### src/rtl/matrix_pkg.sv
// rtl/matrix_pkg.sv - shared state type, default sizes and column helper for the matrix load path
package matrix_pkg;

    localparam int DEF_DATA_W = 8;
    localparam int DEF_ROWS   = 4;
    localparam int DEF_N_COLS = 28;
    localparam int TOT_COLS   = DEF_N_COLS;
    localparam int COL_W      = 5;
    localparam int A_IDX_W    = 2;

    typedef enum logic [1:0] {
        IDLE,
        FETCH_A,
        PRIME,
        STREAM
    } load_state_t;

    typedef logic [COL_W-1:0] col_t;

    // Next column index, wrapping to 0 after the last column of a pass
    function automatic col_t next_col(input col_t col, input int n_cols);
        return (col == col_t'(n_cols - 1)) ? '0 : col + col_t'(1);
    endfunction

endpackage

### src/rtl/loader_addr_gen.sv
// rtl/loader_addr_gen.sv - row phase / column counters and RAM address selection for matrix_loader
module loader_addr_gen
    import matrix_pkg::*;
#(
    parameter int ROWS   = DEF_ROWS,
    parameter int N_COLS = DEF_N_COLS,
    parameter int A_BASE = 0,
    parameter int X_BASE = 4,
    parameter int ADDR_W = 6,
    parameter int PH_W   = 3
)(
    input  logic              clk,
    input  logic              rst,
    input  load_state_t       state,
    input  logic              load_en,
    output logic [PH_W-1:0]   phase,
    output col_t              col,
    output logic [ADDR_W-1:0] rd_addr
);

    col_t col_nxt;

    assign col_nxt = next_col(col, N_COLS);

    // Phase counts cycles spent in FETCH_A; the column only advances while streaming with load_en
    always_ff @(posedge clk) begin
        if (rst) begin
            phase <= '0;
            col   <= '0;
        end else begin
            phase <= (state == FETCH_A) ? phase + 1'b1 : '0;
            col   <= (state == STREAM && load_en) ? col_nxt : '0;
        end
    end

    // Address of the word to read this cycle; in STREAM it is the prefetch of the following column
    always_comb begin
        rd_addr = '0;
        case (state)
            FETCH_A: rd_addr = ADDR_W'(A_BASE) + ADDR_W'(phase);
            PRIME:   rd_addr = ADDR_W'(X_BASE);
            STREAM:  rd_addr = ADDR_W'(X_BASE) + ADDR_W'(col_nxt);
            default: rd_addr = '0;
        endcase
    end

endmodule

### src/rtl/matrix_loader.sv
// rtl/matrix_loader.sv - loads matrix A rows and streams input columns from RAM; MATRIX_LOADER_ERR_EN adds the err flag
module matrix_loader
    import matrix_pkg::*;
#(
    parameter int DATA_W = DEF_DATA_W,
    parameter int ROWS   = DEF_ROWS,
    parameter int N_COLS = DEF_N_COLS,
    parameter int A_BASE = 0,
    parameter int X_BASE = 4,
    parameter int ADDR_W = 6
)(
    input  logic                   clk,
    input  logic                   rst,
    input  logic                   load_A_en,
    input  logic                   load_en,
    output logic                   load_A_done,
    output logic                   load_done,
    output logic                   mem_rd_en,
    output logic [ADDR_W-1:0]      mem_addr,
    input  logic [ROWS*DATA_W-1:0] mem_rdata,
    output logic                   a_we,
    output logic [A_IDX_W-1:0]     a_idx,
    output logic [ROWS*DATA_W-1:0] a_data,
    output logic                   x_valid,
    output logic [ROWS*DATA_W-1:0] x_data,
    output logic [COL_W-1:0]       x_col
`ifdef MATRIX_LOADER_ERR_EN
    ,
    output logic                   err
`endif
);

    localparam int PH_W = $clog2(ROWS + 2);

    load_state_t       state;
    load_state_t       state_nxt;
    logic [PH_W-1:0]   phase;
    logic [ADDR_W-1:0] rd_addr;
    col_t              col;
    logic              a_loaded;
    logic              fetch_rd;
    logic              fetch_last;

    loader_addr_gen #(
        .ROWS   (ROWS),
        .N_COLS (N_COLS),
        .A_BASE (A_BASE),
        .X_BASE (X_BASE),
        .ADDR_W (ADDR_W),
        .PH_W   (PH_W)
    ) u_addr_gen (
        .clk     (clk),
        .rst     (rst),
        .state   (state),
        .load_en (load_en),
        .phase   (phase),
        .col     (col),
        .rd_addr (rd_addr)
    );

    // Row reads occupy the first ROWS phases; the final phase waits out the last write before done
    assign fetch_rd   = (state == FETCH_A) && (phase < PH_W'(ROWS));
    assign fetch_last = (state == FETCH_A) && (phase == PH_W'(ROWS + 1));

    // RAM data is presented straight through only while the matching strobe is up, else held at 0
    assign mem_addr = mem_rd_en ? rd_addr : '0;
    assign a_data   = a_we ? mem_rdata : '0;
    assign x_data   = x_valid ? mem_rdata : '0;
    assign x_col    = col;

    // State register
    always_ff @(posedge clk) begin
        if (rst) begin
            state <= IDLE;
        end else begin
            state <= state_nxt;
        end
    end

    // Next state and per-state strobes
    always_comb begin
        state_nxt   = state;
        mem_rd_en   = 1'b0;
        load_A_done = 1'b0;
        x_valid     = 1'b0;
        case (state)
            IDLE: begin
                if (load_A_en) begin
                    state_nxt = FETCH_A;
                end else if (load_en && a_loaded) begin
                    state_nxt = PRIME;
                end
            end
            FETCH_A: begin
                mem_rd_en = fetch_rd;
                if (fetch_last) begin
                    load_A_done = 1'b1;
                    state_nxt   = IDLE;
                end
            end
            PRIME: begin
                mem_rd_en = 1'b1;
                state_nxt = STREAM;
            end
            STREAM: begin
                x_valid   = 1'b1;
                mem_rd_en = load_en;
                if (!load_en) begin
                    state_nxt = IDLE;
                end
            end
            default: state_nxt = IDLE;
        endcase
    end

    // A row write strobe trails its read by one cycle; done pulses and a_loaded follow the FSM
    always_ff @(posedge clk) begin
        if (rst) begin
            a_we      <= 1'b0;
            a_idx     <= '0;
            a_loaded  <= 1'b0;
            load_done <= 1'b0;
        end else begin
            a_we      <= fetch_rd;
            a_idx     <= fetch_rd ? A_IDX_W'(phase) : '0;
            load_done <= (state == PRIME);
            if (fetch_last) begin
                a_loaded <= 1'b1;
            end
        end
    end

`ifdef MATRIX_LOADER_ERR_EN
    // Sticky protocol error: stream request before A is loaded, or A request while streaming
    always_ff @(posedge clk) begin
        if (rst) begin
            err <= 1'b0;
        end else if ((state == IDLE && load_en && !a_loaded) ||
                     ((state == PRIME || state == STREAM) && load_A_en)) begin
            err <= 1'b1;
        end
    end
`endif

endmodule

### config.mk
export PLATFORM = sky130hd
export DESIGN_NAME = matrix_loader
export DESIGN_NICKNAME = d
export VERILOG_FILES = /design/src/rtl/matrix_pkg.sv /design/src/rtl/loader_addr_gen.sv /design/src/rtl/matrix_loader.sv
export SDC_FILE = /design/constraint.sdc
export NUM_CORES = 1
export LEC_CHECK = 0
export CAP_MARGIN = 20
export CORE_ASPECT_RATIO = 1.1
export CORE_MARGIN = 4
export CORE_UTILIZATION = 30
export CTS_CLUSTER_DIAMETER = 80
export CTS_CLUSTER_SIZE = 24
export DETAILED_ROUTE_END_ITERATION = 16
export MAX_ROUTING_LAYER = met4
export PLACE_DENSITY = 0.88
export SYNTH_ARGS = -nofsm -noshare
export SYNTH_HDL_FRONTEND = slang
export SYNTH_HIERARCHICAL = 1
export SYNTH_SLANG_ARGS = --single-unit
### constraint.sdc
create_clock -name clk -period 2.4 [get_ports clk]
set_input_delay 0.36 -clock clk [delete_from_list [all_inputs] [get_ports clk]]
set_output_delay 0.36 -clock clk [all_outputs]
set_load 0.005 [all_outputs]
# == After elaboration in Yosys (flattened, before gate mapping) ==
# Cells that the tools add are included.
# classes
n_addsub,3
n_mul,0
div_mod_pow,0
order_cmp,1
eq_ne,8
shifts,0
mux,14
n_bitwise,3
reduce_logical,9
# op_table
operator,count
$mux W32,2
$pmux W6 S3,1
$mux W2,4
$pmux W2 S4,1
$add A3 B5 Y6 const A,1
$mux W6,1
$reduce_or A2 Y1,3
$add A5 B1 Y5 const B,1
$eq A5 B5 Y1 const B,1
$mux W5,1
$eq A2 B2 Y1 const B,2
$logic_and A1 B1 Y1,4
$ne A2 B2 Y1 const B,2
$add A3 B1 Y3 const B,1
$eq A3 B3 Y1 const B,1
$lt A3 B3 Y1 const B,1
$mux W1,3
$ne A3 B3 Y1 const B,1
$not A1 Y1,3
$pmux W1 S3,1
$reduce_and A3 Y1,1
$eq A2 B1 Y1 const B,1
$logic_not A2 Y1,1
# totals
register_bits,15
latchBits,0
ram_bits,0
romBits,0
in_bits,36
out_inout_bits,82
n_memories,0

# == Longest topological paths before layout ==
# logic_depth
ltp_word,5
depth_mapped,8
mapped_depth_nobuf,8

# == Modules after synthesis ==
# The synthesis kept the hierarchy.
# by_module_without_submodules
mod,instances,cells_each,area_each_um2
matrix_loader,1,108,758.2
loader_addr_gen,1,53,459.2

# == Worst setup path after synthesis ==
# No wires, ideal clock.
# synth_path
path_kind,register to output
startpoint,register u_addr_gen.col[0]
endpoint,output mem_addr[4]
t_arrival_ns,1.506
slack_ns,0.534
stages_incl_launch_ff,9
n_path_buf,0
path_cell_list,dfxtp_1 -> ha_1 -> nand3b_1 -> o21ai_0 -> nor2_1 -> ha_1 -> or2_0 -> mux2i_1 -> and2_1
# synth_via
elab_chain_len,5
elab_cells_between_ends,6
cone_classes,add/sub (2); eq/ne (1); mux (3)
# synth_rtl
element,line,rtl
"start, declared",loader_addr_gen.sv:17,"output col_t col,"
"start signal, assigned",loader_addr_gen.sv:32,col <= (state == STREAM && load_en) ? col_nxt : '0;
$add A5 B1 Y5 or $eq A5 B5 Y1 (tied branches),matrix_pkg.sv:22,return (col == col_t'(n_cols - 1)) ? '0 : col + col_t'(1);
$mux W5 (*),matrix_pkg.sv:22,
via u_addr_gen.col_nxt[3],loader_addr_gen.sv:21,col_t col_nxt;
$add A3 B5 Y6 (*),loader_addr_gen.sv:42,STREAM: rd_addr = ADDR_W'(X_BASE) + ADDR_W'(col_nxt);
$pmux W6 S3 (*),loader_addr_gen.sv:39,case (state)
via rd_addr[4],matrix_loader.sv:38,logic [ADDR_W-1:0] rd_addr;
$mux W6 (*),matrix_loader.sv:66,assign mem_addr = mem_rd_en ? rd_addr : '0;
"end, declared",matrix_loader.sv:19,"output logic [ADDR_W-1:0] mem_addr,"
# The timed path passes the listed nets; every way through them passes the cells marked *.

# == Worst setup path after layout ==
# layout_path
startpoint,input load_en
endpoint,output mem_addr[0]
# layout_via
elab_chain_len,2
# layout_rtl
element,line,rtl
"start, declared",matrix_loader.sv:15,"input logic load_en,"
$pmux W1 S3,matrix_loader.sv:86,case (state)
$mux W6,matrix_loader.sv:66,
# Every way passes these cells.

==> run summary <==
===============================================================================================
Via density per instance .........................................................        4.650
Antenna Diode Count ..............................................................            0
Startpoint of the most critical register-to-register path ........................ state[1]$_SDFFE_PP0P_
GR Overflow Total ................................................................            0
Worst min-delay path startpoint .................................................. a_loaded$_SDFFE_PP0P_
Buffers added on ports ...........................................................          117
Number of hold violations in the final report ....................................            0
Boundary Pins ....................................................................          118
Hold crit path type .............................................................. flip-flop to flip-flop
Global router's overall resource usage ...........................................       21.44%
Worst path arrival time ..........................................................      1.91 ns
CTS H-tree lvls ..................................................................            1
Most area-consuming cells after synthesis ........................................ sky130_fd_sc_hd__dfxtp_1 (25%), sky130_fd_sc_hd__and2_1 (22%), sky130_fd_sc_hd__and3_1 (17%)
Initial DRC Count ................................................................           72
Data required time at the worst endpoint .........................................      2.04 ns
Width of the chip ................................................................     68.74 um
First drt pass iteration count ...................................................            4
Vias .............................................................................         1530
Number of maximum-capacitance constraint violations ..............................            0
Max-slew violation count .........................................................            0
Fraction of registers with async set/reset .......................................           0%
Number of antenna violations at the first check in global routing ................            0
Mux share of post-synthesis cell area ............................................       2.467%
Clock Path Buffers ...............................................................            2
Wirelength per Cell ..............................................................     15.56 um
Total clock buffers created by CTS ...............................................            3
Highest cell delay on the worst timing path ......................................      0.52 ns
Worst-case setup slack after placement ........................................... -0.0009890 ns
Slowest cell on the critical path ................................................ sky130_fd_sc_hd__clkdlybuf4s50_1
Detail Route Antenna Nets ........................................................            0
Number of enable-type register cells in the synthesized netlist ..................            0
Clock input transition at the sequential cells of the worst setup and hold paths .      0.06 ns
Number of placement rows .........................................................           24
Seq/Total Area, Yosys ............................................................       24.67%
Adder-cell area share of the yosys netlist .......................................       3.083%
Mean cell area of the mapped netlist .............................................  7.562 sq um
Total leakage power ..............................................................     1.061 nW
Placed Instances .................................................................          323
TritonCTS clock tree .............................................................          yes
Power density of the placed cells ................................................ 245.3 nW/um^2
Starting utilization of the core area ............................................       30.95%
Placed Instance Area .............................................................   2439 sq um
Final period util ................................................................       94.43%
Minimum period implied by the final worst setup slack ............................     2.266 ns
Area of the die ..................................................................   5142 sq um
Synthesized-area fraction occupied by ao, oa, aoi and oai cells ..................       6.886%
Worst slew margin relative to its limit ..........................................       77.58%
Top cell type by total area after synthesis ...................................... sky130_fd_sc_hd__dfxtp_1
Drc violations ...................................................................            0
Master cell of the clock root buffer ............................................. sky130_fd_sc_hd__clkbuf_8
Final Worst Setup Slack ..........................................................    0.1337 ns
Number of warning messages in the yosys log ......................................            6
Basic-gate share of the synthesized area counting and, or, nand and nor cells ....       56.32%
Library cell appearing most often on the critical path ........................... sky130_fd_sc_hd__clkdlybuf4s50_1
Run status ....................................................................... complete, no violations
Hold endpoint .................................................................... state[1]$_SDFFE_PP0P_
Cell variety after synth .........................................................           34
Actual transition at the worst max-transition pin ................................    0.3358 ns
Post-Layout Cell Count ...........................................................          329
Standard cell core area ..........................................................   3934 sq um
Post-Route Utilization ...........................................................       64.19%
CP startpoint kind ...............................................................   input port
Peak clock frequency supported by timing .........................................   0.4412 GHz
Maximum number of pins on one net before global-route repair .....................           36
Worst skew pair latency ..........................................................      0.25 ns
Flops & latches, synth ...........................................................           15
End of the worst register-to-register path ....................................... u_addr_gen/phase[1]$_SDFF_PP0_
Cell breakdown of the critical path .............................................. clkdlybuf4s50_1, nand2b_1, o2bb2ai_2, and2_1, clkdlybuf4s50_1
Setup slack of the most critical reg-to-reg path .................................      1.15 ns
Number of instances in the synthesized netlist ...................................          161
Hold Slack .......................................................................    0.4882 ns
Kind of cell with the highest combined delay on the critical path ................ buffers and inverters
First-pass GRT wire length .......................................................     7.790 mm
Post-Syn Nets ....................................................................          200
Total Neg Setup Slack ............................................................         0 ns
Fraction of layout instances using a drive strength above 1 ......................       9.025%
Synth top cells by count ......................................................... sky130_fd_sc_hd__and2_1 (42), sky130_fd_sc_hd__and3_1 (34), sky130_fd_sc_hd__dfxtp_1 (15), sky130_fd_sc_hd__nor2_1 (8)
Most frequently used flop master after synthesis ................................. sky130_fd_sc_hd__dfxtp_1
Post-layout nets .................................................................          317
Final setup violation count ......................................................            0
Area growth from synthesis to final layout .......................................       107.4%
Number of clock sinks seen by CTS ................................................           15
Largest family of logic cells by synthesized area ................................ simple AND/OR/NAND/NOR gates
Worst-case clock skew ............................................................  0.003484 ns
Hold-critical path depth .........................................................            2
Logic depth of the worst setup path including buffers ............................            5
Most numerous cell in the Yosys netlist .......................................... sky130_fd_sc_hd__and2_1
Fraction of synthesized cell area in xor and xnor cells ..........................      0.7194%
Post-Synthesis Cell Area .........................................................   1217 sq um
Final HPWL DP ....................................................................     4.093 mm
Cell depth of the worst flop-to-flop path ........................................            3
Highest net fanout along the worst path ..........................................            7
Maximum vdd drop .................................................................    0.1882 mV
Start-to-end type of the worst setup path ........................................ input port to primary output
Detailed-route wire length .......................................................     5.119 mm
Total power ......................................................................    0.6193 mW
Number of global-route vias before repair ........................................         1512
Cell area after layout ...........................................................   2525 sq um
CP bufs+invs .....................................................................            2
Final weighted congestion of routability-driven global placement .................       0.9150
CP Capture Type .................................................................. primary output
Setup repair after global routing missed its margin ..............................        false
Die height .......................................................................     74.81 um
Area share of the largest cell type after synthesis ..............................       24.67%
===============================================================================================
-- placed cells by master, fill, tap and decap left out, drive strengths merged, types with 2 or more instances in the layout --
master / instances
o21ai: 3
or2: 2
a21oi: 3
clkbuf: 4
nand2b: 4
clkdlybuf4s50: 115
nand2: 6
and3: 34
dfxtp: 15
nor2b: 2
dlygate4sd2: 2
nand3b: 3
nor3b: 2
mux2i: 3
inv: 3
and2: 42
nor3: 3
ha: 3
buf: 8
nand3: 2
nor2: 8
-- worst register-to-register path: stages (launching register included) --
cell and delay, ns:
sky130_fd_sc_hd__dfxtp_1 0.52, sky130_fd_sc_hd__buf_4 0.34, sky130_fd_sc_hd__nor2_1 0.10, sky130_fd_sc_hd__and3_1 0.18
-- worst max-delay path by stage --
stage / startpoint / to / slack, ns
after floorplan: u_addr_gen/col[0]$_SDFF_PP0_ / mem_addr[4] / 0.53
after global placement: u_addr_gen/col[0]$_SDFF_PP0_ / mem_addr[4] / 0.06
after detailed placement: u_addr_gen/col[0]$_SDFF_PP0_ / mem_addr[4] / -0.001
after CTS: state[0]$_SDFFE_PP0P_ / mem_addr[0] / 0.04
after global routing: u_addr_gen/col[3]$_SDFF_PP0_ / mem_addr[4] / 0.02
final: load_en / mem_addr[0] / 0.13
-- repair_timing --
action	4_1_cts	5_1_grt
resized for setup	10	3
hold buffers	0	0
buffers inserted	2	0
setup endpoints to repair	2	5
pin swaps	1	0
-- flip-flops by register name, summed over array words and instances (netlist names) --
signal            flops
u_addr_gen/col        5
u_addr_gen/phase      3
a_idx                 2
state                 2
a_loaded              1
a_we                  1
load_done             1
-- kinds of logic (layout without fill, tap and decap cells) --
| group | count (synthesis) | in the layout |
|---|---|---|
| AOI/OAI and AO/OA | 11 | 11 |
| adders and majority gates | 3 | 3 |
| and+or+nand+nor | 112 | 112 |
| xor gates and xnor gates | 1 | 1 |
| muxes | 3 | 3 |
| buffers and inverters | 16 | 132 |
| DFF | 15 | 15 |
-- layer usage --
metal / vias to the layer above / routed length, um / part of all wire [%] / global-route usage, %
met2: 55 / 2656 / 52 / 36.59
met3: 10 / 273 / 5.3 / 5.075
met1: 685 / 2064 / 40 / 24.16
met4: 0 / 125 / 2.4 / 7.792
met5: - / 0 / 0 / -
li1: 780 / - / - / -
-- area by class of cell --
class                           count  area, sq um
Timing Repair Buffer              125         1229
Sequential cell                    15        309.0
Fill cell                         339         1409
Tap cell                           52        65.06
Multi-Input combinational cell    130        865.8
Inverter                            3        11.26
Clock buffer                        4        45.04
-- power breakdown --
| group | internal [mW] | switching, mW | total [mW] | leakage [nW] |
|---|---|---|---|---|
| combinational | 0.103 | 0.0554 | 0.159 | 0.915 |
| clock | 0.118 | 0.0859 | 0.203 | 0.0228 |
| sequential | 0.252 | 0.00511 | 0.257 | 0.124 |
(Power assumes the default switching activity.)
